==> src/rtl/encrypt_pipe_ctrl.sv <==
// -----------------------------------------------------------------------------
// encrypt_pipe_ctrl
//
// Session controller that sits in front of an encrypt pipeline. The host loads
// a key/configuration set, streams bytes through a valid/ready handshake, and
// then stops the session. The controller drains the pipeline for PIPE_DEPTH
// cycles before returning to idle.
//
// Ports
//   clk                  rising-edge clock
//   rst                  asynchronous, active-low reset
//   cfg_load             latch configuration and start a session (IDLE only)
//   cfg_k1/k2/k3 [7:0]   session keys
//   cfg_rot_freq [2:0]   bytes per rotation step, 0 = never rotate
//   cfg_shift_en         shift cipher enable
//   cfg_mode             1 = encrypt/active
//   cfg_stop             end session and drain (RUN only)
//   in_valid, in_data    host byte stream
//   in_ready             host byte accepted when in_valid && in_ready
//   en, din              registered byte strobe and data to the pipeline
//   k1/k2/k3, rot_freq,
//   shift_en, mode       registered session configuration
//   shift_amt            registered rotation step, aligned with en
//   busy                 high in CFG, RUN or DRAIN
//   done                 one-cycle pulse on the first IDLE cycle after drain
//   dbg_state [1:0]      current FSM state (0 IDLE, 1 CFG, 2 RUN, 3 DRAIN)
//
// Handshake: a byte transfers on a rising edge where in_valid and in_ready
// are both high. in_ready depends only on the state (high in RUN), never on
// in_valid, so the host may hold in_valid high for any number of cycles and
// the byte is taken on the first RUN cycle.
// -----------------------------------------------------------------------------
module encrypt_pipe_ctrl #(
    parameter int PIPE_DEPTH = 3
) (
    input  logic       clk,
    input  logic       rst,
    input  logic       cfg_load,
    input  logic [7:0] cfg_k1,
    input  logic [7:0] cfg_k2,
    input  logic [7:0] cfg_k3,
    input  logic [2:0] cfg_rot_freq,
    input  logic       cfg_shift_en,
    input  logic       cfg_mode,
    input  logic       cfg_stop,
    input  logic       in_valid,
    input  logic [7:0] in_data,
    output logic       in_ready,
    output logic       en,
    output logic [7:0] din,
    output logic [7:0] k1,
    output logic [7:0] k2,
    output logic [7:0] k3,
    output logic [2:0] rot_freq,
    output logic       shift_en,
    output logic       shift_amt,
    output logic       mode,
    output logic       busy,
    output logic       done,
    output logic [1:0] dbg_state
);

    typedef enum logic [1:0] {
        S_IDLE  = 2'd0,
        S_CFG   = 2'd1,
        S_RUN   = 2'd2,
        S_DRAIN = 2'd3
    } state_t;

    // A depth of 0 would make DRAIN unreachable-to-exit; clamp to one cycle.
    localparam int DRAIN_LOAD = (PIPE_DEPTH < 1) ? 1 : PIPE_DEPTH;
    localparam int CNT_W      = $clog2(DRAIN_LOAD + 1);
    localparam logic [CNT_W-1:0] DRAIN_INIT = CNT_W'(DRAIN_LOAD);
    localparam logic [CNT_W-1:0] DRAIN_ONE  = CNT_W'(1);

    state_t           state_q, state_d;
    logic [CNT_W-1:0] drain_cnt_q, drain_cnt_d;
    logic [2:0]       rot_cnt_q, rot_cnt_d;

    logic       en_q;
    logic [7:0] din_q;
    logic [7:0] k1_q, k2_q, k3_q;
    logic [2:0] rot_freq_q;
    logic       shift_en_q;
    logic       shift_amt_q;
    logic       mode_q;
    logic       done_q;

    logic accept;
    logic load_accept;
    logic stop_accept;
    logic drain_last;
    logic rot_hit;

    assign accept      = in_valid && (state_q == S_RUN);
    assign load_accept = cfg_load && (state_q == S_IDLE);
    assign stop_accept = cfg_stop && (state_q == S_RUN);
    // Counter holds 1 in the final DRAIN cycle; it reaches 0 on the exit edge.
    assign drain_last  = (state_q == S_DRAIN) && (drain_cnt_q <= DRAIN_ONE);
    // Rotation step fires on the byte that completes a rot_freq-sized group.
    assign rot_hit     = accept && (rot_freq_q != 3'd0) &&
                         (({1'b0, rot_cnt_q} + 4'd1) == {1'b0, rot_freq_q});

    // ---------------------------------------------------------------------
    // FSM: state register
    // ---------------------------------------------------------------------
    always_ff @(posedge clk or negedge rst) begin
        if (!rst) begin
            state_q <= S_IDLE;
        end else begin
            state_q <= state_d;
        end
    end

    // ---------------------------------------------------------------------
    // FSM: next-state logic
    // ---------------------------------------------------------------------
    always_comb begin
        state_d = state_q;
        case (state_q)
            S_IDLE: begin
                // A simultaneous cfg_stop is simply not looked at here.
                if (cfg_load) begin
                    state_d = S_CFG;
                end
            end
            S_CFG: begin
                state_d = S_RUN;
            end
            S_RUN: begin
                if (cfg_stop) begin
                    state_d = S_DRAIN;
                end
            end
            S_DRAIN: begin
                if (drain_last) begin
                    state_d = S_IDLE;
                end
            end
            default: begin
                state_d = S_IDLE;
            end
        endcase
    end

    // ---------------------------------------------------------------------
    // FSM: state decodes
    // ---------------------------------------------------------------------
    always_comb begin
        in_ready  = (state_q == S_RUN);
        busy      = (state_q != S_IDLE);
        dbg_state = state_q;
    end

    // ---------------------------------------------------------------------
    // Counters
    // ---------------------------------------------------------------------
    always_comb begin
        drain_cnt_d = drain_cnt_q;
        if (stop_accept) begin
            drain_cnt_d = DRAIN_INIT;
        end else if ((state_q == S_DRAIN) && (drain_cnt_q != '0)) begin
            drain_cnt_d = drain_cnt_q - DRAIN_ONE;
        end
    end

    always_comb begin
        rot_cnt_d = rot_cnt_q;
        if (load_accept) begin
            // Every session starts at rotation phase 0.
            rot_cnt_d = 3'd0;
        end else if (accept && (rot_freq_q != 3'd0)) begin
            rot_cnt_d = rot_hit ? 3'd0 : rot_cnt_q + 3'd1;
        end
    end

    always_ff @(posedge clk or negedge rst) begin
        if (!rst) begin
            drain_cnt_q <= '0;
            rot_cnt_q   <= 3'd0;
        end else begin
            drain_cnt_q <= drain_cnt_d;
            rot_cnt_q   <= rot_cnt_d;
        end
    end

    // ---------------------------------------------------------------------
    // Registered pipeline-facing outputs
    // ---------------------------------------------------------------------
    always_ff @(posedge clk or negedge rst) begin
        if (!rst) begin
            en_q        <= 1'b0;
            din_q       <= 8'd0;
            shift_amt_q <= 1'b0;
            done_q      <= 1'b0;
        end else begin
            en_q        <= accept;
            shift_amt_q <= rot_hit;
            done_q      <= drain_last;
            if (accept) begin
                din_q <= in_data;
            end
        end
    end

    // Configuration only changes on a load accepted in IDLE, so it stays
    // stable for the whole CFG/RUN/DRAIN session.
    always_ff @(posedge clk or negedge rst) begin
        if (!rst) begin
            k1_q       <= 8'd0;
            k2_q       <= 8'd0;
            k3_q       <= 8'd0;
            rot_freq_q <= 3'd0;
            shift_en_q <= 1'b0;
            mode_q     <= 1'b0;
        end else if (load_accept) begin
            k1_q       <= cfg_k1;
            k2_q       <= cfg_k2;
            k3_q       <= cfg_k3;
            rot_freq_q <= cfg_rot_freq;
            shift_en_q <= cfg_shift_en;
            mode_q     <= cfg_mode;
        end
    end

    assign en        = en_q;
    assign din       = din_q;
    assign k1        = k1_q;
    assign k2        = k2_q;
    assign k3        = k3_q;
    assign rot_freq  = rot_freq_q;
    assign shift_en  = shift_en_q;
    assign shift_amt = shift_amt_q;
    assign mode      = mode_q;
    assign done      = done_q;

endmodule
==> config.mk <==
export PLATFORM = sky130hd
export DESIGN_NAME = encrypt_pipe_ctrl
export DESIGN_NICKNAME = d
export VERILOG_FILES = /design/src/rtl/encrypt_pipe_ctrl.sv
export SDC_FILE = /design/constraint.sdc
export NUM_CORES = 1
export LEC_CHECK = 0
export ABC_AREA = 1
export ABC_CLOCK_PERIOD_IN_PS = 1400
export CAP_MARGIN = 20
export CORE_MARGIN = 2
export CORE_UTILIZATION = 39
export CTS_BUF_LIST = sky130_fd_sc_hd__clkbuf_4
export CTS_CLUSTER_DIAMETER = 150
export DETAILED_ROUTE_END_ITERATION = 8
export HOLD_SLACK_MARGIN = 0.1
export PLACE_DENSITY = 0.78
export SETUP_SLACK_MARGIN = 0.4
export SLEW_MARGIN = 20
export SYNTH_ARGS = -nofsm -noshare
export SYNTH_HDL_FRONTEND = slang
export SYNTH_SLANG_ARGS = --single-unit
==> constraint.sdc <==
create_clock -name clk -period 1.4 [get_ports clk]
set_clock_uncertainty 0.1 [all_clocks]
set_input_delay 0.35 -clock clk [delete_from_list [all_inputs] [get_ports clk]]
set_output_delay 0.35 -clock clk [all_outputs]
set_load 0.02 [all_outputs]
==> reports/qor.yml, run 1 <==
hp-class: "in -> async"
netlist_area_um2: 2010
wirelength_um: 6940
leakagePower_nw: 2.05
mostFrequentLayoutCells: "nand2_1 (81), buf_6 (53), dfrtp_1 (45)"
antenna_found_initial: 0
rsz0062_at_grt: "yes"
tns_ns: -8.55
timing.final.max_slew_violations: 0
pwr-share-seq_pct: 26.3
synth-seq-cells: 47
synth_nets: 283
critPathKind: "reg -> out"
grt_max_degree: 48
pwr-share-clk_pct: 8.9
final_common_cell: "nand2_1"
die_height_um: 75.7
power_switching_mw: 3.85
cp_max_fo: 2
vias: 2193
crit_required_ns: 0.95
core_area_um2: 5040
intPower_mw: 5.59
drive_gt1_share_pct: 48.0
swShare_pct: 40.8
power_density_nw_per_um2: 2330
track_usage_pct: 22.8
nets: 430
start_kind: "flip-flop"
clock_latency_ns: 0.37
max-vdd-ir-drop_mv: 1.30
die_w_um: 75.7
ys_types: 18
ant_nets: 0
yosysSeqAreaShare_pct: 58.6
grt_pass1_vias: 2055
cts_root_buffer: "clkbuf_4"
area_delta_synth_final_pct: 102
synth_edf_count: 0
end_kind: "output pin"
outcome: "finished with violations"
yosys_warnings: 0
routed_via_density: 4.84
hold_violations: 0
cts.sinks: 47
place.gp.congestion: 0.747
port-buffer-count: 85
synth.avg_cell_area_um2: 8.53
worstPathArrival_ns: 1.21
htreeDepth: 2
violations: "setup timing"
start_util_pct: 39.8
synth-async-reset-ratio_pct: 100
cts_max_path_buffers: 2
grt_overflow: 0
finalCritPeriodShare_pct: 119
n_antenna_cell: 0
clk_pin_slew_ns: 0.14
relSlewSlack_pct: 80.9
synth_ff_type: "dfrtp_1"
utilization_pct: 80.3
drc: 0
firstDrtPassIters: 4
max_freq_mhz: 602
cts_tree: "done"
syn_inst: 235
ios: 86
worstMarginPinSlew_ns: 0.286
period_minus_slack_ns: 1.66
worst_slack_ns: -0.262
die_area_um2: 5730
grt_pass1_wl_um: 9570
comb_power_share_pct: 64.8
row_count: 26
wl_per_cell_um: 15.3
drt_iter0_drc: 84
cts_buffers: 5
setup_viol: 51
place_hpwl_um: 3500
drv_cap: 0
fillers: 290
## registers in the layout (all words and copies together), names as in the netlist
name / flops
en: 1
mode: 1
done: 1
shift_en: 1
dbg_state: 2
shift_amt: 1
k2: 8
rot_freq: 3
k1: 8
drain_cnt_q: 2
din: 8
k3: 8
rot_cnt_q: 3
## layout make-up
cell class	count	area, µm²	share of cell area (%)
repair buffers	147	1610	39.6
flip-flops and latches	47	1180	29.1
multi-input cells	164	1010	24.8
inverters	17	91.3	2.26
well taps	70	87.6	2.16
clock inverters	3	42.5	1.05
clock buffers	5	37.5	0.927
## stage by stage
stage	setup WS, ns	hold slack (ns)	instances	total power [mW]	instance area, µm²
after floorplan	-0.0696	-0.0456	235	4.30	2030
after global placement	-0.298	0.250	403	6.12	3090
after detailed placement	-0.321	0.252	403	6.23	3090
after CTS	-0.255	0.380	437	8.64	3800
after global routing	-0.316	0.358	453	9.94	4050
final	-0.262	0.365	453	9.43	4050
## power by group through the flow
stage / combinational (mW) / clock, mW / sequential (mW)
floorplan: 1.28 / 0 / 3.02
global placement: 3.81 / 0 / 2.31
detailed placement: 3.91 / 0 / 2.32
CTS: 5.35 / 0.849 / 2.45
global route: 6.50 / 0.904 / 2.54
finish: 6.11 / 0.838 / 2.48
## worst paths after layout
check                          endpoint  depth (start not counted)         start  slack [ns]
max                                busy                          4  dbg_state[0]       -0.26
min                              din[5]                          3           rst        0.36
max reg2reg                rot_cnt_q[0]                         10  dbg_state[1]       -0.25
min reg2reg                      din[3]                          2        din[3]        0.42
max in group asynchronous  dbg_state[1]                          3           rst        0.60
min in group clk                  k3[7]                          3     cfg_k3[7]        0.39
## worst max-delay path: stages (launching register included)
cell and delay (ns):
dfrtp_2 0.45, inv_4 0.08, ha_4 0.15, inv_4 0.04
buf_6 0.12
## layer usage
layer | wire, µm | track usage (%) | share of wire (%)
met1 | 2710 | 28.4 | 39
met2 | 3530 | 37.4 | 51
met3 | 430 | 6.08 | 6.2
met4 | 264 | 9.75 | 3.8
met5 | 0 | 0 | 0
## cells by family (layout without fill, tap and decap cells)
family / Yosys count / after routing / share of synthesized area (%)
AO/OA/AOI/OAI: 11 / 11 / 3.62
XOR/XNOR: 1 / 1 / 0.437
adder cells (fa/ha/maj): 6 / 6 / 3.74
buffers and inverters: 24 / 172 / 5.24
flip-flops: 47 / 47 / 58.6
AND/OR/NAND/NOR: 146 / 146 / 28.3
## repair_timing
item                                    in CTS  in global routing
resized for setup                          351                 34
endpoints found under the setup margin      91                 91
pin swaps                                   11                 12
buffers inserted                            20                 15
endpoints found under the hold margin       47                  0
hold buffers                                 1                  0
gates cloned                                 5                  1
## synth_stat cells (2+ instances only)
master | count | area (µm²)
nand4_1 | 2 | 12.5
nand3_1 | 6 | 30.0
inv_1 | 16 | 60.1
ha_1 | 6 | 75.1
nand2_1 | 131 | 492
dfrtp_1 | 47 | 1180
o21bai_1 | 3 | 22.5
o21ai_0 | 4 | 20.0
buf_2 | 6 | 30.0
nor2_1 | 6 | 22.5
Power figures use the tool's default switching activity.
==> inputs of run 2 (changes only) <==
--- a/config.mk
+++ b/config.mk
@@ -8,13 +8,14 @@
 export ABC_AREA = 1
 export ABC_CLOCK_PERIOD_IN_PS = 1400
 export CAP_MARGIN = 20
+export CORE_ASPECT_RATIO = 0.6
 export CORE_MARGIN = 2
 export CORE_UTILIZATION = 39
 export CTS_BUF_LIST = sky130_fd_sc_hd__clkbuf_4
 export CTS_CLUSTER_DIAMETER = 150
 export DETAILED_ROUTE_END_ITERATION = 8
 export HOLD_SLACK_MARGIN = 0.1
-export PLACE_DENSITY = 0.78
+export PLACE_DENSITY = 0.79
 export SETUP_SLACK_MARGIN = 0.4
 export SLEW_MARGIN = 20
 export SYNTH_ARGS = -nofsm -noshare
==> reports/qor.yml, run 2 (synthesized netlist as in run 1, its figures left out) <==
grt_overflow: 0  # unchanged
r2r_end: "rot_cnt_q[2]"
crit_buf_inv: 2  # -1
utilization_pct: 76.2  # -4.1 points
max-vdd-ir-drop_mv: 1.21  # -6.5%
core_area_um2: 5000  # -0.74%
cts.sinks: 47  # unchanged
area_delta_synth_final_pct: 90.1
grt_max_degree: 48  # unchanged
track_usage_pct: 19.5  # -3.3 points
path_cells: "buf_6, ha_4, buf_6"
end_kind: "output pin"
fin_cells: 429  # -5.3%
holdWs_ns: 0.375  # +0.0105 ns
setup_viol: 56  # +9.8%
worstPathArrival_ns: 1.23  # +0.02 ns
period_minus_slack_ns: 1.68  # +0.0138 ns
critPathKind: "reg -> out"
clock_latency_ns: 0.38  # about the same
cp_max_fo: 3  # +1
rsz0062_at_grt: "yes"
wirelength_um: 6240  # -10%
port-buffer-count: 85  # unchanged
htreeDepth: 2  # unchanged
worstMarginPinSlew_ns: 0.298  # +0.0118 ns
clk_pin_slew_ns: 0.16  # +0.02 ns
violations: "setup timing"
crit_family: "flip-flops"
tns_ns: -8.00  # +0.558 ns
crit_path_max_incr_delay_ns: 0.45  # about the same
total_power_mw: 8.64  # -8.4%
power_density_nw_per_um2: 2270  # -2.7%
ios: 86  # unchanged
place.gp.congestion: 0.880  # +18%
cpMostUsedCell: "buf_6"
antenna_found_initial: 0  # unchanged
placed_area_um2: 3070  # -0.65%
row_count: 20  # -23%
cts_max_path_buffers: 2  # unchanged
ant_nets: 0  # unchanged
crit_required_ns: 0.95  # about the same
hold_violations: 0  # unchanged
hp-class: "in -> async"
firstDrtPassIters: 4  # unchanged
die_area_um2: 5750  # +0.34%
cts_tree: "done"
r2r_cells: 10  # unchanged
start_kind: "flip-flop"
final_common_cell: "nand2_1"
relSlewSlack_pct: 80.1  # -0.79 points
die_height_um: 59.6  # -21%
pre_cts_slack_ns: -0.326  # -0.00480 ns
max_freq_mhz: 597  # -0.82%
n_antenna_cell: 0  # unchanged
mostFrequentLayoutCells: "nand2_1 (85), buf_6 (58), dfrtp_1 (45)"
start_util_pct: 40.1  # +0.30 points
final_cell_area_um2: 3810  # -5.8%
die_w_um: 96.6  # +28%
placed_cells: 397  # -1.5%
drc: 0  # unchanged
wl_per_cell_um: 14.5  # -5.1%
nets: 410  # -4.7%
crit-reg2reg-launch: "dbg_state[1]"
drive_gt1_share_pct: 44.6  # -3.4 points
outcome: "finished with violations"
grt_pass1_wl_um: 8310  # -13%
drt_iter0_drc: 76  # -9.5%
cp_slowest_cell: "dfrtp_2"
cts_buffers: 5  # unchanged
grt_pass1_vias: 1846  # -10%
leakagePower_nw: 1.93  # -5.9%
timing.final.max_slew_violations: 0  # unchanged
drv_cap: 0  # unchanged
cts_root_buffer: "clkbuf_4"
worst_slack_ns: -0.276  # -0.0138 ns
finalCritPeriodShare_pct: 120  # +0.99 points
place_hpwl_um: 3570  # +2.1%
r2r_slack_ns: -0.27  # -0.02 ns
routed_via_density: 4.72  # -2.5%
vias: 2025  # -7.7%
run 2: metal layers:
metal,vias up,global-route usage [%],part of all wire [%]
li1,976,-,-
met4,0,5.43,1.3
met1,958,25.2,42
met5,-,0,0
met2,82,32.0,49
met3,9,5.98,8.0
run 2: cell type report:
| cell class | count | area (µm²) |
|---|---|---|
| Timing Repair Buffer | 127 | 1380 |
| Fill cell | 340 | 1190 |
| Sequential cell | 47 | 1180 |
| Multi-Input combinational cell | 164 | 1000 |
| Inverter | 17 | 88.8 |
| Tap cell | 66 | 82.6 |
| Clock inverter | 3 | 46.3 |
| Clock buffer | 5 | 37.5 |
run 2: how the worst max path moves through the flow:
| stage | cells past startpoint | to | startpoint |
|---|---|---|---|
| floorplan | 7 | rot_cnt_q[0] | dbg_state[0] |
| global placement | 4 | busy | dbg_state[0] |
| detailed placement | 4 | busy | dbg_state[0] |
| CTS | 3 | in_ready | dbg_state[1] |
| global route | 10 | rot_cnt_q[2] | dbg_state[1] |
| finish | 3 | in_ready | dbg_state[1] |
run 2: timing repair:
item | in CTS | in global routing
gates resized for setup | 315 | 55
cloned | 3 | 2
hold endpoints to repair | 47 | 0
pin swaps | 7 | 11
hold buffers | 1 | 0
setup buffers | 7 | 11
setup endpoints to repair | 91 | 91
run 2: report_power, final:
part	internal (mW)	switching, mW	total [mW]
Combinational	2.69	2.64	5.34
Clock	0.382	0.477	0.859
Sequential	1.97	0.475	2.44
Total	5.04	3.60	8.64
run 2: worst reg2reg max path, cell delays in order, from the launching register on:
cell,delay (ns)
dfrtp_2,0.45
buf_6,0.13
ha_4,0.15
buf_4,0.12
buf_6,0.13
nand2_8,0.08
a21oi_4,0.05
buf_6,0.14
nand2_2,0.04
o21bai_1,0.10
nand2_1,0.07
